--- config.mk ---
export PLATFORM = sky130hd
export DESIGN_NAME = mac_seq_flat
export DESIGN_NICKNAME = d
export VERILOG_FILES = /design/src/rtl/mac_pkg.sv /design/src/rtl/mac_seq_if.sv /design/src/rtl/mac_seq_addr_gen.sv /design/src/rtl/mac_seq.sv /design/src/flat_wrapper.sv
export SDC_FILE = /design/constraint.sdc
export NUM_CORES = 1
export LEC_CHECK = 0
export BUFFER_PORTS_ARGS = -buffer_cell sky130_fd_sc_hd__buf_2
export CORE_ASPECT_RATIO = 1.25
export CORE_UTILIZATION = 40
export DETAILED_ROUTE_END_ITERATION = 10
export GPL_TIMING_DRIVEN = 0
export SYNTH_ARGS = -nofsm -noshare
export SYNTH_HDL_FRONTEND = slang
export SYNTH_HIERARCHICAL = 1
export SYNTH_SLANG_ARGS = --single-unit
--- constraint.sdc ---
create_clock -name clk -period 3.3 [get_ports clk]
set_input_delay 0.825 -clock clk [delete_from_list [all_inputs] [get_ports clk]]
set_output_delay 0.825 -clock clk [all_outputs]
set_load 0.02 [all_outputs]
--- src/rtl/mac_pkg.sv ---
// mac_pkg: shared definitions for the mac datapath and its dot-product sequencer.
//   - seq_state_e : sequencer FSM states (IDLE, FETCH, DRAIN, HOLD)
//   - MAC_OUT_WIDTH / MAC_FRAC_BITS : default accumulator width and fraction
//     bits of the fixed-point mac (Q11.32)
//   - SEQ_ADDR_WIDTH / SEQ_LEN_WIDTH : default memory address and job length widths
package mac_pkg;

  localparam int MAC_OUT_WIDTH  = 43;
  localparam int MAC_FRAC_BITS  = 32;
  localparam int SEQ_ADDR_WIDTH = 10;
  localparam int SEQ_LEN_WIDTH  = 11;

  typedef enum logic [1:0] {
    IDLE  = 2'd0,
    FETCH = 2'd1,
    DRAIN = 2'd2,
    HOLD  = 2'd3
  } seq_state_e;

endpackage

--- src/rtl/mac_seq_if.sv ---
// mac_seq_if: result channel of the dot-product sequencer (valid/ready).
//   result       : captured dot product, OUT_WIDTH bits
//   result_valid : result available, held until accepted
//   result_ready : consumer accepts
// Modports: master = sequencer side, slave = consumer side.
interface mac_seq_if
  import mac_pkg::*;
#(
  parameter int OUT_WIDTH = MAC_OUT_WIDTH
) ();

  logic [OUT_WIDTH-1:0] result;
  logic                 result_valid;
  logic                 result_ready;

  modport master (
    output result,
    output result_valid,
    input  result_ready
  );

  modport slave (
    input  result,
    input  result_valid,
    output result_ready
  );

endinterface

--- src/rtl/mac_seq_addr_gen.sv ---
// mac_seq_addr_gen: operand index counter for mac_seq.
// Ports:
//   clk, rst         : clock, asynchronous active-low reset
//   load             : latch len and both bases, clear the index
//   step             : advance the index by one
//   len              : number of operand pairs (latched on load)
//   x_base, y_base   : memory start addresses (latched on load)
//   x_addr, y_addr   : base + index, wrapping modulo 2^ADDR_WIDTH
//   first, last      : index is the first / the final pair of the job
module mac_seq_addr_gen
  import mac_pkg::*;
#(
  parameter int ADDR_WIDTH = SEQ_ADDR_WIDTH,
  parameter int LEN_WIDTH  = SEQ_LEN_WIDTH
) (
  input  logic                  clk,
  input  logic                  rst,
  input  logic                  load,
  input  logic                  step,
  input  logic [LEN_WIDTH-1:0]  len,
  input  logic [ADDR_WIDTH-1:0] x_base,
  input  logic [ADDR_WIDTH-1:0] y_base,
  output logic [ADDR_WIDTH-1:0] x_addr,
  output logic [ADDR_WIDTH-1:0] y_addr,
  output logic                  first,
  output logic                  last
);

  logic [LEN_WIDTH-1:0]  idx;
  logic [LEN_WIDTH-1:0]  len_q;
  logic [ADDR_WIDTH-1:0] x_base_q;
  logic [ADDR_WIDTH-1:0] y_base_q;

  // Job parameters are captured once at job start so that the requester may
  // change len/bases while the job runs; the index then walks 0..len-1.
  always_ff @(posedge clk or negedge rst) begin
    if (!rst) begin
      idx      <= '0;
      len_q    <= '0;
      x_base_q <= '0;
      y_base_q <= '0;
    end else if (load) begin
      idx      <= '0;
      len_q    <= len;
      x_base_q <= x_base;
      y_base_q <= y_base;
    end else if (step) begin
      idx <= idx + LEN_WIDTH'(1);
    end
  end

  // The index never exceeds 2^ADDR_WIDTH-1 while issuing, so its low bits are
  // the offset; the sum drops the carry, giving modulo wrap of the address.
  assign x_addr = x_base_q + idx[ADDR_WIDTH-1:0];
  assign y_addr = y_base_q + idx[ADDR_WIDTH-1:0];
  assign first  = (idx == '0);
  assign last   = (idx == (len_q - LEN_WIDTH'(1)));

endmodule

--- src/rtl/mac_seq.sv ---
// mac_seq: dot-product sequencer driving one external fixed-point mac.
// On start it reads len operand pairs from two single-port memories, drives
// mac en/clr so the first pair restarts accumulation, captures the final
// accumulator value and offers it on a valid/ready result channel.
// Ports:
//   clk, rst         : clock, asynchronous active-low reset
//   start, abort     : job request (IDLE only) / synchronous cancel
//   len, x_base,
//   y_base           : job parameters, sampled with start
//   x_addr, y_addr,
//   rd_en            : memory read port, data returns one cycle after rd_en
//   mac_en, mac_clr  : mac controls (clr only ever together with en)
//   mac_out          : mac combinational acc+product
//   res              : result channel (mac_seq_if.master)
//   busy             : high in any state other than IDLE
//   cycles           : busy-cycle count of the current job (MAC_SEQ_PERF_EN only)
// Build option: define MAC_SEQ_PERF_EN to add the cycles performance counter.
module mac_seq
  import mac_pkg::*;
#(
  parameter int ADDR_WIDTH = SEQ_ADDR_WIDTH,
  parameter int LEN_WIDTH  = SEQ_LEN_WIDTH,
  parameter int OUT_WIDTH  = MAC_OUT_WIDTH
) (
  input  logic                  clk,
  input  logic                  rst,
  input  logic                  start,
  input  logic                  abort,
  input  logic [LEN_WIDTH-1:0]  len,
  input  logic [ADDR_WIDTH-1:0] x_base,
  input  logic [ADDR_WIDTH-1:0] y_base,
  output logic [ADDR_WIDTH-1:0] x_addr,
  output logic [ADDR_WIDTH-1:0] y_addr,
  output logic                  rd_en,
  output logic                  mac_en,
  output logic                  mac_clr,
  input  logic [OUT_WIDTH-1:0]  mac_out,
  mac_seq_if.master             res,
  output logic                  busy
`ifdef MAC_SEQ_PERF_EN
  ,
  output logic [31:0]           cycles
`endif
);

  seq_state_e state;
  logic       sh_valid;
  logic       sh_first;
  logic       sh_last;
  logic       ag_first;
  logic       ag_last;
  logic       job_load;
  logic       idx_step;
  logic       job_accept;

  // A job is accepted only from IDLE and only when abort is not also raised;
  // len=0 is accepted too but bypasses the address generator.
  assign job_accept = (state == IDLE) && start && !abort;
  assign job_load   = job_accept && (len != '0);
  assign idx_step   = (state == FETCH) && !abort;

  mac_seq_addr_gen #(
    .ADDR_WIDTH (ADDR_WIDTH),
    .LEN_WIDTH  (LEN_WIDTH)
  ) u_addr_gen (
    .clk    (clk),
    .rst    (rst),
    .load   (job_load),
    .step   (idx_step),
    .len    (len),
    .x_base (x_base),
    .y_base (y_base),
    .x_addr (x_addr),
    .y_addr (y_addr),
    .first  (ag_first),
    .last   (ag_last)
  );

  // The shadow register trails the read issue by one cycle, lining the mac
  // controls up with the memory data; clr is gated so it never fires alone.
  assign mac_en  = sh_valid;
  assign mac_clr = sh_valid & sh_first;

  // Main sequencer FSM. All control outputs are registered here so they
  // change only on clock edges; the shadow flags default to empty each cycle
  // and are refilled only while FETCH issues a read that is not aborted.
  always_ff @(posedge clk or negedge rst) begin
    if (!rst) begin
      state            <= IDLE;
      rd_en            <= 1'b0;
      busy             <= 1'b0;
      sh_valid         <= 1'b0;
      sh_first         <= 1'b0;
      sh_last          <= 1'b0;
      res.result       <= '0;
      res.result_valid <= 1'b0;
    end else begin
      sh_valid <= 1'b0;
      sh_first <= 1'b0;
      sh_last  <= 1'b0;
      case (state)
        IDLE: begin
          if (job_accept) begin
            busy <= 1'b1;
            if (len == '0) begin
              res.result       <= '0;
              res.result_valid <= 1'b1;
              state            <= HOLD;
            end else begin
              rd_en <= 1'b1;
              state <= FETCH;
            end
          end
        end
        FETCH: begin
          if (abort) begin
            rd_en <= 1'b0;
            busy  <= 1'b0;
            state <= IDLE;
          end else begin
            sh_valid <= 1'b1;
            sh_first <= ag_first;
            sh_last  <= ag_last;
            if (ag_last) begin
              rd_en <= 1'b0;
              state <= DRAIN;
            end
          end
        end
        DRAIN: begin
          if (abort) begin
            busy  <= 1'b0;
            state <= IDLE;
          end else if (sh_valid && sh_last) begin
            res.result       <= mac_out;
            res.result_valid <= 1'b1;
            state            <= HOLD;
          end else begin
            busy  <= 1'b0;
            state <= IDLE;
          end
        end
        HOLD: begin
          if (abort || res.result_ready) begin
            res.result_valid <= 1'b0;
            busy             <= 1'b0;
            state            <= IDLE;
          end
        end
        default: begin
          rd_en            <= 1'b0;
          busy             <= 1'b0;
          res.result_valid <= 1'b0;
          state            <= IDLE;
        end
      endcase
    end
  end

`ifdef MAC_SEQ_PERF_EN
  // The accepting edge is the first busy edge of a job, so on HOLD entry the
  // count equals the start-to-valid latency; it is frozen in HOLD and IDLE.
  always_ff @(posedge clk or negedge rst) begin
    if (!rst) begin
      cycles <= '0;
    end else if (job_accept) begin
      cycles <= 32'd1;
    end else if ((state == FETCH) || (state == DRAIN)) begin
      cycles <= cycles + 32'd1;
    end
  end
`endif

endmodule

--- src/flat_wrapper.sv ---
// flat-port wrapper written by rule: the top's interface ports become plain ports
module mac_seq_flat import mac_pkg::*;
#(
  parameter int ADDR_WIDTH = SEQ_ADDR_WIDTH,
  parameter int LEN_WIDTH  = SEQ_LEN_WIDTH,
  parameter int OUT_WIDTH  = MAC_OUT_WIDTH
)
  (clk, rst, start, abort, len, x_base, y_base, x_addr, y_addr, rd_en, mac_en, mac_clr, mac_out, busy, res_result, res_result_valid, res_result_ready);
  mac_seq_if #(.OUT_WIDTH(OUT_WIDTH)) res_i ();
  input  logic clk;
  input  logic rst;
  input  logic start;
  input  logic abort;
  input  logic [LEN_WIDTH-1:0] len;
  input  logic [ADDR_WIDTH-1:0] x_base;
  input  logic [ADDR_WIDTH-1:0] y_base;
  output logic [ADDR_WIDTH-1:0] x_addr;
  output logic [ADDR_WIDTH-1:0] y_addr;
  output logic rd_en;
  output logic mac_en;
  output logic mac_clr;
  input  logic [OUT_WIDTH-1:0] mac_out;
  output logic busy;
  output wire logic [$bits(res_i.result)-1:0] res_result;
  output wire logic [$bits(res_i.result_valid)-1:0] res_result_valid;
  input wire logic [$bits(res_i.result_ready)-1:0] res_result_ready;
  assign res_result = res_i.result;
  assign res_result_valid = res_i.result_valid;
  assign res_i.result_ready = res_result_ready;
  mac_seq #(.ADDR_WIDTH(ADDR_WIDTH), .LEN_WIDTH(LEN_WIDTH), .OUT_WIDTH(OUT_WIDTH)) u_core (.clk(clk), .rst(rst), .start(start), .abort(abort), .len(len), .x_base(x_base), .y_base(y_base), .x_addr(x_addr), .y_addr(y_addr), .rd_en(rd_en), .mac_en(mac_en), .mac_clr(mac_clr), .mac_out(mac_out), .res(res_i), .busy(busy));
endmodule
---- Word level (Yosys, flattened, before mapping) ----
Index checks and enable logic that the tools add are counted.
cells by class
  add/subtract/negate cells ............... 4
  equal/unequal tests ..................... 13
  mux-type cells .......................... 37
  bitwise gates (word level) .............. 1
  reductions and logical operators ........ 20
operator list
  operator                                            count
  two-way mux 43 bit                                  4
  one-hot mux 43 bit (2 select lines)                 1
  logical NOT 11 bit                                  2
  two-way mux 11 bit                                  2
  adder 10 bit                                        2
  two-way mux 1 bit                                   19
  two-way mux 2 bit                                   7
  adder 11 x 1 -> 11 bit, second input constant       1
  == test 11 bit                                      1
  nonzero test 11 bit                                 1
  subtractor 11 x 1 -> 11 bit, second input constant  1
  != test 2 bit, second input constant                4
  one-hot mux 2 bit (4 select lines)                  1
  AND reduction 4 bit                                 2
  != test 2 x 1 -> 1 bit, second input constant       3
  AND reduction 6 bit                                 1
  nonzero test 2 bit                                  3
  logical AND 1 bit                                   5
  AND reduction 5 bit                                 1
  == test 2 bit, second input constant                2
  one-hot mux 1 bit (4 select lines)                  1
  != test 3 x 2 -> 1 bit, second input constant       1
  != test 3 bit, second input constant                1
  one-hot mux 1 bit (3 select lines)                  1
  other kinds (8)                                     8
word-level totals
  bits in registers ....................... 93
  output and inout port bits .............. 68
  logic and storage cells ................. 87

---- Longest topological paths before layout ----
  depth in word-level cells ............... 5
  depth in mapped cells ................... 12
  mapped depth without buffers ............ 12

---- Cells and area by module ----
Netlist, hierarchy kept.
modules (own cells, without submodules)
  module            times used  cells each  area an instance (sq um)  sequential area each (sq um)
  mac_seq_addr_gen  1           260         2,757.6                   1,051.0
  mac_seq           1           146         2,060.7                   1,276.2

---- Least setup slack after synthesis ----
OpenSTA, ideal clock, no wires.
  path type ............................... flip-flop to output port
  start point ............................. register u_core.u_addr_gen.idx[0]
  end point ............................... output x_addr[8]
  arrival time ............................ 2.265 ns
  required time ........................... 2.475 ns
  slack ................................... 0.210 ns
  cell stages (with the launch flop) ...... 9
  cell sequence ........................... dfrtp_1 > ha_1 > fa_1 > a21o_1 > a21oi_1 > nor2_1 > a211oi_1 > a21oi_1 > xor2_1
between the ends
  longest elaborated chain between the ends .. 1
ends and longest elaborated chain
  what                    line                    RTL
  start, declared         mac_seq_addr_gen.sv:29  logic [LEN_WIDTH-1:0] idx;
  start signal, assigned  mac_seq_addr_gen.sv:48  idx <= idx + LEN_WIDTH'(1);
  adder 10 bit            mac_seq_addr_gen.sv:54  assign x_addr = x_base_q + idx[ADDR_WIDTH-1:0];
  end, declared           flat_wrapper.sv:17      output logic [ADDR_WIDTH-1:0] x_addr;
Every way passes these cells.

---- Worst setup path in the final report ----
  start point ............................. register u_core.u_addr_gen.idx[0]
  end point ............................... output y_addr[8]
between the ends
  longest elaborated chain between the ends .. 1
ends and longest elaborated chain
  what           line                    RTL
  adder 10 bit   mac_seq_addr_gen.sv:55  assign y_addr = y_base_q + idx[ADDR_WIDTH-1:0];
  end, declared  flat_wrapper.sv:18      output logic [ADDR_WIDTH-1:0] y_addr;
Every way passes these cells.

==> flow_results.xml <==
<?xml version="1.0" encoding="UTF-8"?>
<metrics>
  <group name="run_status">
    <metric name="run_status" unit="">complete, but fails checks</metric>
    <metric name="violated_checks" unit="">negative setup slack</metric>
  </group>
  <group name="synth">
    <metric name="yosys-top-cells-count" unit="">93 x dfrtp_1, 41 x a22o_1, 28 x mux2_2</metric>
    <metric name="synth_top_cell_by_area" unit="">dfrtp_1</metric>
    <metric name="ys_async_sr_fraction" unit="">1.00</metric>
    <metric name="ys_ff_latch" unit="">93</metric>
    <metric name="dominantRegCellSynth" unit="">dfrtp_1</metric>
    <metric name="synth.distinct_cells" unit="">55</metric>
    <metric name="synthCells" unit="">406</metric>
    <metric name="yosys_warnings" unit="">6</metric>
    <metric name="synthesis.area" unit="um2">4820</metric>
    <metric name="synth.yosys.seq_area_share" unit="">0.483</metric>
    <metric name="fraction_of_post_synthesis_cell_area_in_the_top_cell_type_by_area" unit="">0.483</metric>
    <metric name="synth.avg_cell_area" unit="um2">11.9</metric>
    <metric name="synth_most_common_cell" unit="">dfrtp_1</metric>
    <metric name="synth-edff-count" unit="">0</metric>
    <metric name="synth_nets" unit="">508</metric>
    <metric name="synth_area_leaders" unit="">dfrtp_1 48%, a22o_1 7.5%, mux2_2 6.5%</metric>
  </group>
  <group name="detailed_routing">
    <metric name="detail_route.drc_violations" unit="">0</metric>
    <metric name="route.layer.met1.wl" unit="mm">4.85</metric>
    <metric name="antenna_violating_nets_post_route" unit="">0</metric>
    <metric name="drtPass1Iterations" unit="">6</metric>
    <metric name="wl_per_cell" unit="um">14.9</metric>
    <metric name="dr.max_layer_used" unit="">met4</metric>
    <metric name="drt_via_density" unit="">5.03</metric>
    <metric name="detailedRoute.firstIterationViolations" unit="">101</metric>
    <metric name="route.met2.wl" unit="mm">5.33</metric>
    <metric name="wl_met3" unit="um">666</metric>
    <metric name="via_count" unit="">3710</metric>
    <metric name="routed_wire_length" unit="mm">11.0</metric>
  </group>
  <group name="grt">
    <metric name="antenna_found_initial" unit="">0</metric>
    <metric name="grt_max_degree" unit="">49</metric>
    <metric name="grt_pass1_vias" unit="">3788</metric>
    <metric name="gr_usage_total" unit="">0.185</metric>
    <metric name="grt-ovfl-total" unit="">0</metric>
    <metric name="grt_pass1_wl" unit="mm">18.3</metric>
  </group>
  <group name="placement">
    <metric name="place_inst" unit="">713</metric>
    <metric name="port_buffers" unit="">145</metric>
    <metric name="place.detailed.hpwl" unit="mm">8.19</metric>
    <metric name="setup_slack_at_placement" unit="ns">-0.0279</metric>
    <metric name="placed_cell_area" unit="um2">5780</metric>
    <metric name="place_congestion" unit="">0.771</metric>
  </group>
  <group name="sta">
    <metric name="period_share" unit="">1.01</metric>
    <metric name="totalNegativeSetupSlack" unit="ns">-0.0235</metric>
    <metric name="hold_fails_final_rpt" unit="">0</metric>
    <metric name="report.final.slew_viol_count" unit="">0</metric>
    <metric name="max_freq" unit="MHz">301</metric>
    <metric name="post-route-worst-setup-slack" unit="ns">-0.0235</metric>
    <metric name="setup_violations" unit="">1</metric>
    <metric name="max_slew.worst_pin.slew" unit="ns">0.703</metric>
    <metric name="finalHoldWorstSlack" unit="ns">0.493</metric>
    <metric name="grt_setup_unrepaired" unit="">yes</metric>
    <metric name="period_minus_slack" unit="ns">3.32</metric>
    <metric name="timing.slew.headroom" unit="">0.531</metric>
    <metric name="worst_clock_skew" unit="ns">0.00930</metric>
  </group>
  <group name="floorplan">
    <metric name="die-width" unit="um">100</metric>
    <metric name="die_h" unit="um">125</metric>
    <metric name="die_area" unit="um2">12500</metric>
    <metric name="row_count" unit="">44</metric>
    <metric name="start_util" unit="">0.413</metric>
    <metric name="io_pins" unit="">147</metric>
    <metric name="placeableCoreArea" unit="um2">11700</metric>
  </group>
  <group name="clock_network">
    <metric name="clkSlewWorstSetupHoldPaths" unit="ns">0.07</metric>
    <metric name="ctsRootBufferMaster" unit="">clkbuf_16</metric>
    <metric name="cts.htree.levels" unit="">3</metric>
    <metric name="clk-insertion-delay-late" unit="ns">0.34</metric>
    <metric name="ctsLongestPathBuffers" unit="">2</metric>
    <metric name="cts_tree" unit="">yes</metric>
    <metric name="clock-sinks" unit="">93</metric>
    <metric name="num_cts_buffers" unit="">9</metric>
  </group>
  <group name="layout">
    <metric name="area.growth.synth_to_final" unit="%">28.9</metric>
    <metric name="finish.cell_count_without_fillers" unit="">738</metric>
    <metric name="nets" unit="">674</metric>
    <metric name="postLayoutCellArea" unit="um2">6210</metric>
    <metric name="share_of_layout_cells_above_drive_strength_1" unit="">0.416</metric>
    <metric name="num-fill-cells" unit="">1075</metric>
    <metric name="antenna_cells" unit="">0</metric>
  </group>
  <group name="critical_path">
    <metric name="worst_ep_arrival_time" unit="ns">2.50</metric>
    <metric name="worst-r2r-cell-count" unit="">11</metric>
    <metric name="end_kind" unit="">primary output</metric>
    <metric name="kind_of_launch_point_of_the_worst_setup_path" unit="">flip-flop</metric>
    <metric name="cp_data_required_time" unit="ns">2.47</metric>
    <metric name="worstPathMaxFanout" unit="">3</metric>
    <metric name="timing_worst_setup_path_type" unit="">flip-flop to primary output</metric>
  </group>
  <group name="run">
    <metric name="timing.max_cap.violations" unit="">0</metric>
  </group>
  <group name="power">
    <metric name="leakage" unit="uW">0.00313</metric>
    <metric name="max-vdd-ir-drop" unit="uV">241</metric>
    <metric name="power_density" unit="nW/um2">594</metric>
  </group>
  <group name="worst_hold_path">
    <metric name="hold_path_class" unit="">input pin to async pin</metric>
  </group>
</metrics>
-- critical path, cell delays in order (launching register included) --
cell and delay (ns):
dfrtp_2 0.43, ha_2 0.20, fa_2 0.35, a21o_1 0.19, a21oi_2 0.18, nor2_1 0.07
a211oi_2 0.30, a21oi_2 0.10, xor2_1 0.18, buf_4 0.17
-- per-layer routing --
| layer | vias up | global-route usage |
|---|---|---|
| li1 | 1802 | - |
| met3 | 8 | 0.0404 |
| met2 | 120 | 0.308 |
| met5 | - | 0 |
| met4 | 0 | 0.0725 |
| met1 | 1780 | 0.232 |
-- cell usage in the layout, fill, tap and decap left out, types with 3 or more instances in the layout --
| master | Yosys | final |
|---|---|---|
| dfrtp_1 | 93 | 91 |
| and2_1 | 5 | 5 |
| clkbuf_1 | 6 | 6 |
| mux2_2 | 28 | 28 |
| buf_4 | 0 | 18 |
| xnor2_1 | 17 | 17 |
| buf_1 | 3 | 3 |
| nand4_1 | 3 | 3 |
| ha_1 | 21 | 20 |
| mux2i_1 | 6 | 6 |
| buf_2 | 2 | 138 |
| a22o_1 | 41 | 41 |
| o21ai_1 | 3 | 3 |
| xor2_1 | 23 | 23 |
| nor3_1 | 3 | 3 |
| nor4_1 | 5 | 5 |
| a21o_1 | 8 | 8 |
| clkbuf_8 | 3 | 3 |
| a21oi_2 | 0 | 4 |
| buf_6 | 7 | 7 |
| nand3_1 | 8 | 8 |
| a21oi_1 | 15 | 11 |
| nand2_1 | 16 | 16 |
| o21ai_0 | 10 | 10 |
| clkbuf_16 | 0 | 9 |
| a22o_2 | 3 | 3 |
| nor2_1 | 25 | 25 |
| nor2b_1 | 3 | 3 |
| inv_1 | 9 | 9 |
-- cells by family after synthesis --
| group | count (synthesis) | synth area share |
|---|---|---|
| adders and majority gates | 23 | 0.0628 |
| and+or+nand+nor | 85 | 0.101 |
| buffers and inverters | 30 | 0.0410 |
| xor gates and xnor gates | 40 | 0.0727 |
| DFF | 93 | 0.483 |
| AOI/OAI and AO/OA | 101 | 0.161 |
| muxes | 34 | 0.0779 |
-- power breakdown --
part | internal [uW] | switching [uW]
combinational | 567 | 686
clock | 528 | 475
sequential | 1300 | 133
total | 2390 | 1290
-- layout make-up --
class	instances	area [um2]	share of cell area
Multi-Input combinational cell	283	2350	0.378
Sequential cell	93	2330	0.375
Timing Repair Buffer	155	843	0.136
Clock buffer	9	225	0.0363
Tap cell	161	201	0.0324
Buffer	21	164	0.0264
Clock inverter	7	63.8	0.0103
Inverter	9	33.8	0.00544
-- final timing paths --
check	slack, ns	endpoint	startpoint
worst max-delay path	-0.02	y_addr[8]	u_core/u_addr_gen/idx[0]
worst min-delay path	0.49	u_core/u_addr_gen/y_base_q[0]	rst
worst max register to register	0.51	u_core/state[1]	u_core/u_addr_gen/len_q[0]
worst min register to register	0.50	u_core/res.result[22]	u_core/res.result[22]
max in group asynchronous	2.17	u_core/res.result[40]	rst
min in group clk	0.50	u_core/res.result[22]	u_core/res.result[22]
-- through the flow --
stage,total power (uW),util
CTS,3710,0.528
global placement,2590,0.492
global route,3910,0.532
finish,3690,0.532
detailed placement,2630,0.495
floorplan,2270,-
-- state kept, by name, indices dropped and copies added, names as in the netlist --
register	flops
u_core/mac_en	1
u_core/rd_en	1
u_core/u_addr_gen/idx	11
u_core/sh_last	1
u_core/busy	1
u_core/sh_first	1
u_core/u_addr_gen/y_base_q	10
u_core/u_addr_gen/len_q	11
u_core/res.result	43
u_core/state	2
u_core/res.result_valid	1
u_core/u_addr_gen/x_base_q	10
-- repair_timing --
action,CTS,global route
hold buffers,0,0
gates resized for setup,12,9
buffers inserted,6,3
setup endpoints to repair,8,7
gates cloned,0,0
pin swaps,5,11
(Power assumes the default switching activity.)
